<file path="config.mk">
export PLATFORM = sky130hd
export DESIGN_NAME = id_ex_reg
export DESIGN_NICKNAME = d
export VERILOG_FILES = /design/src/rtl/id_ex_reg_pkg.sv /design/src/rtl/id_ex_reg_pipe_reg.sv /design/src/rtl/id_ex_reg.sv
export SDC_FILE = /design/constraint.sdc
export NUM_CORES = 1
export LEC_CHECK = 0
export ABC_CLOCK_PERIOD_IN_PS = 5680
export CAP_MARGIN = 5
export CORE_MARGIN = 5
export CORE_UTILIZATION = 45
export DETAILED_ROUTE_END_ITERATION = 7
export DONT_BUFFER_PORTS = 1
export HOLD_SLACK_MARGIN = 0.06
export MAX_ROUTING_LAYER = met4
export PLACE_DENSITY_LB_ADDON = 0.3
export SYNTH_ARGS = -nofsm -noshare
export SYNTH_HDL_FRONTEND = slang
export SYNTH_SLANG_ARGS = --single-unit
</file>
<file path="constraint.sdc">
create_clock -name clk_i -period 5.68 [get_ports clk_i]
set_clock_uncertainty 0.15 [all_clocks]
set_input_delay 0.852 -clock clk_i [delete_from_list [all_inputs] [get_ports clk_i]]
set_output_delay 0.852 -clock clk_i [all_outputs]
set_load 0.03 [all_outputs]
</file>
<file path="src/rtl/id_ex_reg_pkg.sv">
// Shared decode constants: ALUOp classes, opcodes and default widths used by
// the control decoder and the ID/EX pipeline register.
package id_ex_reg_pkg;

    localparam int DATA_W_DEF     = 32;
    localparam int REG_ADDR_W_DEF = 5;
    localparam int CNT_W_DEF      = 16;
    localparam int FUNCT_W        = 10;

    typedef enum logic [1:0] {
        ALUOP_RTYPE = 2'b00,
        ALUOP_IMM   = 2'b01
    } aluop_e;

    localparam logic [6:0] OPC_RTYPE  = 7'b0110011;
    localparam logic [6:0] OPC_ITYPE  = 7'b0010011;
    localparam logic [6:0] OPC_LOAD   = 7'b0000011;
    localparam logic [6:0] OPC_STORE  = 7'b0100011;
    localparam logic [6:0] OPC_BRANCH = 7'b1100011;

    typedef struct packed {
        logic       RegWrite;
        logic       MemToReg;
        logic       MemRead;
        logic       MemWrite;
        logic       Branch;
        logic       ALUSrc;
        logic [1:0] ALUOp;
    } ctrl_t;

    localparam int CTRL_W = $bits(ctrl_t);

endpackage

</file>
<file path="src/rtl/id_ex_reg_pipe_reg.sv">
// Generic WIDTH-bit pipeline flop: async reset, clear wins over stall, stall holds.
module pipe_reg #(
    parameter int WIDTH = 8
) (
    input  logic             clk_i,
    input  logic             rst_i,
    input  logic             stall_i,
    input  logic             clear_i,
    input  logic [WIDTH-1:0] d_i,
    output logic [WIDTH-1:0] q_o
);

    logic [WIDTH-1:0] q_q, q_d;

    always_comb begin
        q_d = q_q;
        if (clear_i)       q_d = '0;
        else if (!stall_i) q_d = d_i;
    end

    always_ff @(posedge clk_i or posedge rst_i) begin
        if (rst_i) q_q <= '0;
        else       q_q <= q_d;
    end

    assign q_o = q_q;

endmodule

</file>
<file path="src/rtl/id_ex_reg.sv">
// ID/EX pipeline register: operands, addresses, funct, PC and decoder control,
// with stall/flush and a saturating count of bubbles entering EX.
module id_ex_reg
    import id_ex_reg_pkg::*;
#(
    parameter int DATA_W     = DATA_W_DEF,
    parameter int REG_ADDR_W = REG_ADDR_W_DEF,
    parameter int CNT_W      = CNT_W_DEF
) (
    input  logic                  clk_i,
    input  logic                  rst_i,
    input  logic                  stall_i,
    input  logic                  flush_i,
    input  logic                  valid_i,
    input  logic                  RegWrite_i,
    input  logic                  MemToReg_i,
    input  logic                  MemRead_i,
    input  logic                  MemWrite_i,
    input  logic                  Branch_i,
    input  logic                  ALUSrc_i,
    input  logic [1:0]            ALUOp_i,
    input  logic [DATA_W-1:0]     RS1data_i,
    input  logic [DATA_W-1:0]     RS2data_i,
    input  logic [DATA_W-1:0]     Imm_i,
    input  logic [DATA_W-1:0]     PC_i,
    input  logic [9:0]            Funct_i,
    input  logic [REG_ADDR_W-1:0] RS1addr_i,
    input  logic [REG_ADDR_W-1:0] RS2addr_i,
    input  logic [REG_ADDR_W-1:0] RDaddr_i,
    output logic                  valid_o,
    output logic                  RegWrite_o,
    output logic                  MemToReg_o,
    output logic                  MemRead_o,
    output logic                  MemWrite_o,
    output logic                  Branch_o,
    output logic                  ALUSrc_o,
    output logic [1:0]            ALUOp_o,
    output logic [DATA_W-1:0]     RS1data_o,
    output logic [DATA_W-1:0]     RS2data_o,
    output logic [DATA_W-1:0]     Imm_o,
    output logic [DATA_W-1:0]     PC_o,
    output logic [9:0]            Funct_o,
    output logic [REG_ADDR_W-1:0] RS1addr_o,
    output logic [REG_ADDR_W-1:0] RS2addr_o,
    output logic [REG_ADDR_W-1:0] RDaddr_o,
    output logic [CNT_W-1:0]      bubble_cnt_o
);

    localparam int DW = 4 * DATA_W + FUNCT_W + 3 * REG_ADDR_W;

    logic [DW-1:0] data_d, data_q;
    ctrl_t         ctrl_d, ctrl_q;
    logic          ctrl_clr;

    assign data_d = {RS1data_i, RS2data_i, Imm_i, PC_i, Funct_i,
                     RS1addr_i, RS2addr_i, RDaddr_i};
    assign ctrl_d = '{RegWrite_i, MemToReg_i, MemRead_i, MemWrite_i,
                      Branch_i, ALUSrc_i, ALUOp_i};

    // An invalid slot only zeroes control when it is actually loaded; a stall must still hold.
    assign ctrl_clr = flush_i | (!valid_i & !stall_i);

    pipe_reg #(.WIDTH(DW)) u_data (
        .clk_i   (clk_i),
        .rst_i   (rst_i),
        .stall_i (stall_i),
        .clear_i (flush_i),
        .d_i     (data_d),
        .q_o     (data_q)
    );

    pipe_reg #(.WIDTH(CTRL_W)) u_ctrl (
        .clk_i   (clk_i),
        .rst_i   (rst_i),
        .stall_i (stall_i),
        .clear_i (ctrl_clr),
        .d_i     (ctrl_d),
        .q_o     (ctrl_q)
    );

    assign {RS1data_o, RS2data_o, Imm_o, PC_o, Funct_o,
            RS1addr_o, RS2addr_o, RDaddr_o} = data_q;
    assign {RegWrite_o, MemToReg_o, MemRead_o, MemWrite_o,
            Branch_o, ALUSrc_o, ALUOp_o} = ctrl_q;

    logic             valid_q, valid_d;
    logic [CNT_W-1:0] cnt_q, cnt_d;
    logic             bubble;

    assign bubble = flush_i | (!stall_i & !valid_i);

    always_comb begin
        valid_d = valid_q;
        if (flush_i)       valid_d = 1'b0;
        else if (!stall_i) valid_d = valid_i;

        cnt_d = cnt_q;
        if (bubble && (cnt_q != '1)) cnt_d = cnt_q + 1'b1;
    end

    always_ff @(posedge clk_i or posedge rst_i) begin
        if (rst_i) begin
            valid_q <= 1'b0;
            cnt_q   <= '0;
        end else begin
            valid_q <= valid_d;
            cnt_q   <= cnt_d;
        end
    end

    assign valid_o      = valid_q;
    assign bubble_cnt_o = cnt_q;

endmodule

</file>
== After elaboration in Yosys (flattened, before gate mapping) ==
Index checks and enable logic that the tools add are counted.

* Output and inout port bits: 178
* Word-level logic and storage cells: 19
* Bits in registers: 178

* Equality and inequality tests: 3
* Reduce and logical (&&, ||, !) cells: 3
* $add $sub $neg: 1
* Mux-type cells: 6
* Bitwise logic cells: 2

{| class="wikitable"
|+ Operators by type and width
! kind !! count
|-
| 2-to-1 mux 153 bit || 2
|-
| adder 16 x 1 -> 16 bit (second input constant) || 1
|-
| 2-to-1 mux 8 bit || 2
|-
| != test 16 bit (second input constant) || 1
|-
| != test 2 x 1 -> 1 bit (second input constant) || 2
|-
| zero test 1 bit || 2
|-
| 2-to-1 mux 1 bit || 2
|-
| AND 1 bit || 1
|-
| logical AND 1 bit || 1
|-
| OR 1 bit || 1
|}

== Depth between registers and ports, before layout ==
Gate-level depths: netlist (run 1).

* Word-level depth: 4
* Gate-level depth with buffers: 5

== Cells and area by module ==
A second synthesis (run 1) with hierarchy kept.

* Cells, all modules: 598
* Area total of the unflattened synthesis: 7,332.0 um2

{| class="wikitable"
|+ By module, submodules not included
! module !! cells each !! times used !! sequential area each (um2) !! area an instance (um2)
|-
| pipe_reg (u_data) || 494 || 1 || 3,828.7 || 6,169.7
|-
| id_ex_reg || 77 || 1 || 425.4 || 833.3
|-
| pipe_reg (u_ctrl) || 27 || 1 || 200.2 || 329.1
|}

== Worst setup path before layout (run 1) ==
Ideal clock, no wire load.

* Kind: input-to-reg
* Start point: in flush_i
* End point: reg cnt_q[15] (netlist: bubble_cnt_o[15])
* Path buffers: 1
* Required time: 5,402 ps
* Path slack: 3,694 ps
* Library setup time: 128 ps
* Arrival time: 1,708 ps
* Stages on the path: 5
* Path through: buf_6 o21ba_2 nor2_4 nand4_1 mux2_1

* Cells in the longest elaborated chain, start to end: 2

{| class="wikitable"
|+ RTL lines
! item !! RTL line !! RTL
|-
| from (decl) || id_ex_reg.sv:13 || <nowiki>input logic flush_i,</nowiki>
|-
| OR 1 bit || id_ex_reg.sv:90 || <nowiki>assign bubble = flush_i | (!stall_i & !valid_i);</nowiki>
|-
| logical AND 1 bit || id_ex_reg.sv:98 || <nowiki>if (bubble && (cnt_q != '1)) cnt_d = cnt_q + 1'b1;</nowiki>
|-
| to (signal assigned) || id_ex_reg.sv:107 || <nowiki>cnt_q <= cnt_d;</nowiki>
|-
| to (decl) || id_ex_reg.sv:87 || <nowiki>logic [CNT_W-1:0] cnt_q, cnt_d;</nowiki>
|}

Every way passes these cells.
A chain may end at the register's enable or synchronous reset.

== Worst setup path after layout (run 1) ==
* Start point: reg cnt_q[4] (netlist: bubble_cnt_o[4])
* End point: out bubble_cnt_o[4]

{| class="wikitable"
|+ RTL lines
! item !! RTL line !! RTL
|-
| to (decl) || id_ex_reg.sv:46 || <nowiki>output logic [CNT_W-1:0] bubble_cnt_o</nowiki>
|}

No word-level cell between the ends.

==> results of run 1 <==
report_power, final:
group,switching (W),total [W],internal (W)
registers,0.000290,0.00164,0.00135
logic,0.000100,0.000204,0.000104
clock network,0.000499,0.00122,0.000726
total,0.000889,0.00307,0.00218
final timing paths:
path	from	endpoint	slack (ns)
worst min-delay path	flush_i	u_data.q_o[10]$_DFFE_PP0P_	0.35
min in group asynchronous	rst_i	u_data.q_o[121]$_DFFE_PP0P_	0.44
worst max-delay path	bubble_cnt_o[4]$_DFFE_PP0P_	bubble_cnt_o[4]	3.61
worst min register to register	valid_o$_DFFE_PP0P_	valid_o$_DFFE_PP0P_	0.55
max in group asynchronous	rst_i	u_data.q_o[21]$_DFFE_PP0P_	4.26
worst max register to register	bubble_cnt_o[0]$_DFFE_PP0P_	bubble_cnt_o[7]$_DFFE_PP0P_	3.69
placed cells by master (no fill, tap or decap), types with 2 or more instances in the layout:
| cell | Yosys | routed |
|---|---|---|
| a21oi_1 | 5 | 5 |
| a22oi_1 | 8 | 8 |
| and3_1 | 2 | 2 |
| and4_1 | 2 | 2 |
| bufinv_16 | 0 | 3 |
| clkbuf_16 | 0 | 17 |
| clkbuf_8 | 0 | 2 |
| clkinv_2 | 0 | 2 |
| clkinv_4 | 0 | 3 |
| clkinvlp_4 | 0 | 2 |
| dfrtp_1 | 178 | 178 |
| inv_6 | 0 | 2 |
| inv_8 | 0 | 2 |
| mux2i_1 | 153 | 153 |
| nand2_1 | 5 | 5 |
| nand3_1 | 6 | 6 |
| nand4_1 | 9 | 9 |
| nor2_1 | 164 | 164 |
| nor4_1 | 2 | 2 |
| xnor2_1 | 5 | 5 |
| xor2_1 | 4 | 4 |
final cells by class:
| cell class | count | area, um^2 |
|---|---|---|
| Sequential cell | 178 | 4450 |
| Timing Repair Buffer | 1 | 20.0 |
| Clock inverter | 13 | 174 |
| Clock buffer | 19 | 453 |
| Tap cell | 216 | 270 |
| Inverter | 2 | 11.3 |
| Multi-Input combinational cell | 384 | 2660 |
| Fill cell | 1426 | 7840 |
through the flow:
stage | util | worst slack [ns] | hold slack, ns
2_1_floorplan | - | 2.40 | 0.502
3_3_place_gp | 0.467 | 3.66 | 0.536
3_5_place_dp | 0.467 | 3.65 | 0.543
4_1_cts | 0.506 | 3.58 | 0.330
5_1_grt | 0.506 | 3.56 | 0.318
6_report | 0.506 | 3.61 | 0.349
metal layers:
metal	part of all wire	vias up
met5	0	-
met4	0.016	0
met3	0.12	17
met2	0.51	251
met1	0.36	2142
li1	-	2007
sequential cells by signal, indices dropped and copies added, names as in the netlist:
name,cells
bubble_cnt_o,16
u_data.q_o,153
u_ctrl.q_o,8
valid_o,1
cells in the mapped netlist (2+ instances only):
cell type,n
nor2_1,164
dfrtp_1,178
buf_2,10
nand2_1,5
nor4_1,2
and4_1,2
xor2_1,4
inv_1,2
xnor2_1,5
nand3_1,6
buf_4,8
mux2i_1,153
clkbuf_1,18
a21oi_1,5
and3_1,2
nand4_1,9
a22oi_1,8
cells by family after synthesis:
group                      share of synthesized area
and+or+nand+nor                                0.117
AOI/OAI and AO/OA                             0.0197
muxes                                          0.215
xor gates and xnor gates                      0.0108
adders and majority gates                    0.00171
DFF                                            0.609
buffers and inverters                         0.0269
==> reports/metrics.csv, run 1 <==
metric,value,unit
outcome,completed,
largest net degree at the start of global routing,179,
slew at the pin closest to its max-slew limit,0.932,ns
core area,15900,um^2
WHS Path Cells,1,
Yosys cell types,37,
top post-synthesis cells by area,"dfrtp_1 (61%), mux2i_1 (21%), nor2_1 (8.4%)",
Final nets,751,
post-detailed-placement half-perimeter wirelength,12.6,mm
CP endpoint kind,primary output,
asr flop ratio synth,1.00,
peak supply drop,0.201,mV
M3 GR Usage,0.0738,
clk_lat worst skew,0.42,ns
Resize count post-CTS,0,
Clock Pin Slew Worst Setup and Hold Paths,0.07,ns
CP Launch Type,flop,
Row Count,46,
met1 Track Usage GR,0.196,
Synth Instances,601,
Post-DP Area,7420,um^2
worst min-delay path class,in2reg,
crit path max fanout,8,
Die Span X,137,um
top-area cell type share of the netlist area,0.609,
Setup TNS,0,ns
drt pass-1 iters,4,
CP Depth,0,
die area,18900,um^2
Die Ht,137,um
Area Growth Syn to Fin,10.0,%
routed len/inst,21.9,um
Post-Syn Nets,768,
"Cell Area, Synth",7310,um^2
gr ovfl total,0,
initial antenna violation count,0,
final hold violations,0,
layout cells sized above 1,0.0737,
final setup violation count,0,
Clock H-tree levels,4,
R2R cell count,5,
total CTS buffers,17,
first-pass GRT wire length,25.6,mm
Final Wtd Congestion,0.809,
"Warnings, synthesis",0,
CTS Root Cell,clkbuf_16,
Final min period,2.07,ns
Post-CTS Setup Bufs,0,
drt total wl,17.8,mm
1st-iter DRT viols,166,
Synth Area per Inst,12.2,um^2
design area,8040,um^2
gr usage total,0.183,
Non-Filler Instances,813,
Initial Util,0.460,
clk sink count,178,
detailed-route via count,4417,
Post-synth EDFFs,0,
RSZ-0062 raised after global routing,no,
hold buffer count at CTS,0,
Post-synth top flop,dfrtp_1,
"FF+latch count, synth",178,
Max clock buf depth,2,
met2 usage,0.312,
critical path class,reg2out,
fmax,0.484,GHz
relative slew slack,0.379,
Slew Limit Fails,0,
"Period Utilization, post-route",0.364,
dominant cell type by area after synthesis,dfrtp_1,
layer with the highest usage,met2,
"Power, Total",0.00307,W
CP Data Arrival Time,1.06,ns
vias in the first global route,4658,
DRT antenna net count,0,
P_leak,4.07,nW
Inst Count DP,781,
post-synthesis sequential area ratio,0.609,
Antenna Cells,0,
DRC Markers,0,
number of max-cap violations,0,
CTS tree,done,
count of input and output buffers,0,
power density of the placed cells,382,nW/um^2
routed vias/inst,5.43,
Ports,344,
CP Data Required Time,4.68,ns
Note: power is estimated with default switching activity, not from simulation.
==> run 2, diff against run 1 <==
- ABC_CLOCK_PERIOD_IN_PS: 5680 -> 1700
- clock period: 5.68 -> 1.7 ns (I/O delays scaled with it)
==> reports/metrics.csv, run 2 <==
metric,value,unit,change
outcome,did not finish,,
failing step,4_1_cts,,
Error,[ERROR RSZ-0060] Max buffer count reached.,,
hold buffer count at CTS,167,,+167
Ports,344,,unchanged
Max clock buf depth,2,,unchanged
most instantiated cells after synthesis,"dfrtp_1 (178), nor2_1 (164), mux2i_1 (153)",,
Post-CTS Setup Bufs,0,,unchanged
Inst Count DP,798,,+2.2%
"Cell Area, Synth",7310,um^2,unchanged
Yosys cell types,37,,unchanged
CTS Root Cell,clkbuf_16,,
"FF+latch count, synth",178,,unchanged
Initial Util,0.460,,unchanged
Synth Instances,601,,unchanged
Clock H-tree levels,4,,unchanged
count of input and output buffers,0,,unchanged
Die Span X,137,um,unchanged
"Warnings, synthesis",0,,unchanged
Row Count,46,,unchanged
Resize count post-CTS,0,,unchanged
top-count cell post-synth,dfrtp_1,,
Post-Syn Nets,768,,unchanged
post-detailed-placement half-perimeter wirelength,12.8,mm,+1.4%
Final Wtd Congestion,0.879,,+8.7%
Post-synth top flop,dfrtp_1,,
Die Ht,137,um,unchanged
clk sink count,178,,unchanged
post-synthesis sequential area ratio,0.609,,unchanged
Synth Area per Inst,12.2,um^2,unchanged
top-area cell type share of the netlist area,0.609,,unchanged
Post-synth EDFFs,0,,unchanged
asr flop ratio synth,1.00,,unchanged
top post-synthesis cells by area,"dfrtp_1 (61%), mux2i_1 (21%), nor2_1 (8.4%)",,
dominant cell type by area after synthesis,dfrtp_1,,
total CTS buffers,17,,unchanged
[run 2: cell counts after synthesis]
Identical to the previous run, type by type.
[run 2: logic make-up after synthesis]
kind of cell	Yosys count	share of synthesized area
AND/OR/NAND/NOR	199	0.117
flip-flops	178	0.609
multiplexers	156	0.215
buffers and inverters	39	0.0269
AO/OA/AOI/OAI	19	0.0197
XOR/XNOR	9	0.0108
adder cells (fa/ha/maj)	1	0.00171
[run 2: stage by stage]
step	instance area [um^2]	setup TNS [ns]	setup slack, ns	util	hold slack (ns)
global placement	7560	0	0.106	0.476	0.175
detailed placement	7560	0	0.0767	0.476	0.179
floorplan	7320	-175.80	-0.986	-	0.258
==> run 3, diff against run 2 <==
- ABC_CLOCK_PERIOD_IN_PS: 1700 -> 2200
- CORE_UTILIZATION: 45 -> 30
- HOLD_SLACK_MARGIN: 0.06 -> unset
- MAX_ROUTING_LAYER: met4 -> unset
- PLACE_DENSITY_LB_ADDON: 0.3 -> 0.15
- clock period: 1.7 -> 2.2 ns (I/O delays scaled with it)
==> reports/metrics.csv, run 3 (synthesized netlist as in run 1, its figures left out) <==
metric,value,unit,change
Die Span X,166,um,+21%
first-pass GRT wire length,33.5,mm,
Max clock buf depth,2,,unchanged
die area,27600,um^2,
final setup violation count,0,,
CP Data Required Time,2.35,ns,
number of max-cap violations,0,,
Die Ht,166,um,+21%
fill count,2213,,
initial antenna violation count,2,,
clk sink count,178,,unchanged
largest net degree at the start of global routing,166,,
hold buffer count at CTS,186,,+11%
total CTS buffers,17,,unchanged
Setup TNS,0,ns,
slew at the pin closest to its max-slew limit,0.763,ns,
Inst Count DP,909,,+14%
CTS tree,done,,
Final Wtd Congestion,0.798,,-9.2%
Final nets,957,,
cell family with most CP delay,simple AND/OR/NAND/NOR gates,,
worst min-delay path class,in2reg,,
RSZ-0062 raised after global routing,no,,
drt pass-1 iters,5,,
"slowest stage delay, CP",0.61,ns,
critical path buffer and inverter count,0,,
critical path class,reg2reg,,
Slew Limit Fails,0,,
Clock Pin Slew Worst Setup and Hold Paths,0.08,ns,
post-detailed-placement half-perimeter wirelength,13.3,mm,+4.1%
Non-Filler Instances,1128,,
DRT antenna net count,0,,
"Slowest-stage cell, CP",dfrtp_1,,
CP Data Arrival Time,1.97,ns,
crit path max fanout,5,,
P_leak,5.07,nW,
Area Growth Syn to Fin,39.6,%,
core area,24200,um^2,
detailed-route via count,5307,,
vias in the first global route,5886,,
crit path cell chain,"nand4_1, nor4_4, nor2_2, mux2_4",,
gr ovfl total,0,,
count of input and output buffers,0,,unchanged
Initial Util,0.302,,-0.158
Fin Hold WS,0.0791,ns,
Resize count post-CTS,0,,unchanged
Final min period,1.82,ns,
"commonest non-fill, non-tap cell in the layout",dlygate4sd3_1,,
max reg flops,153,,
DRC Markers,0,,
most frequent cells in the layout,"dlygate4sd3_1 (185), dfrtp_1 (178), nor2_1 (164), mux2i_1 (153), clkbuf_16 (17)",,
gr usage total,0.150,,
Post-CTS Setup Bufs,0,,unchanged
"Power, Total",0.00814,W,
outcome,completed,,
power density of the placed cells,798,nW/um^2,
CTS Root Cell,clkbuf_16,,
Clock H-tree levels,4,,unchanged
1st-iter DRT viols,287,,
CP Launch Type,flop,,
routed len/inst,18.6,um,
final hold violations,0,,
CP endpoint kind,flop,,
routed vias/inst,4.70,,
relative slew slack,0.491,,
"Period Utilization, post-route",0.825,,
layout cells sized above 1,0.0797,,
drt total wl,21.0,mm,
Row Count,57,,+24%
clk_lat worst skew,0.42,ns,
fmax,0.551,GHz,
post-layout util,0.422,,
peak supply drop,0.434,mV,
Ports,344,,unchanged
run 3: worst register-to-register path: cells and delay by family (launching register included):
family | cells | cell delay (ns)
simple gates | 3 | 0.63
flops | 1 | 0.61
mux | 1 | 0.30
run 3: path summary, 6_finish.rpt:
| kind | depth (start not counted) | start | slack [ns] | to |
|---|---|---|---|---|
| max | 4 | bubble_cnt_o[14]$_DFFE_PP0P_ | 0.38 | bubble_cnt_o[1]$_DFFE_PP0P_ |
| min | 3 | valid_i | 0.08 | bubble_cnt_o[2]$_DFFE_PP0P_ |
| max reg2reg | 4 | bubble_cnt_o[14]$_DFFE_PP0P_ | 0.38 | bubble_cnt_o[1]$_DFFE_PP0P_ |
| min reg2reg | 1 | bubble_cnt_o[12]$_DFFE_PP0P_ | 0.38 | bubble_cnt_o[12]$_DFFE_PP0P_ |
| max in group asynchronous | 3 | rst_i | 0.88 | u_data.q_o[17]$_DFFE_PP0P_ |
| min in group asynchronous | 2 | rst_i | 0.39 | u_data.q_o[76]$_DFFE_PP0P_ |
run 3: layer usage:
metal / wire (um) / up-vias / global-route usage / part of all wire
met4: 272 / 2 / 0.0416 / 0.013
met2: 10600 / 260 / 0.257 / 0.51
met3: 2190 / 23 / 0.0690 / 0.10
met5: 13 / - / 0 / 0.00062
li1: - / 2414 / - / -
met1: 7910 / 2608 / 0.169 / 0.38
run 3: area by class of cell:
type,instances,area (um^2),share of cell area
multi-input cells,384,2660,0.261
well taps,324,405,0.0397
inverters,2,11.3,0.00110
flip-flops and latches,178,4450,0.436
clock inverters,12,119,0.0116
repair buffers,207,2100,0.206
diodes,1,2.50,0.000245
clock buffers,20,457,0.0447
run 3: per-stage QoR:
| stage | cell area, um^2 | setup WS, ns |
|---|---|---|
| 6_report | 10200 | 0.385 |
| 5_1_grt | 10200 | 0.276 |
| 4_1_cts | 10200 | 0.376 |
| 3_5_place_dp | 7750 | 0.402 |
| 3_3_place_gp | 7750 | 0.425 |
| 2_1_floorplan | 7320 | -0.561 |
run 3: power breakdown:
part	switching (W)	internal, W
logic	0.000538	0.000589
clock network	0.00138	0.00156
registers	0.000576	0.00350
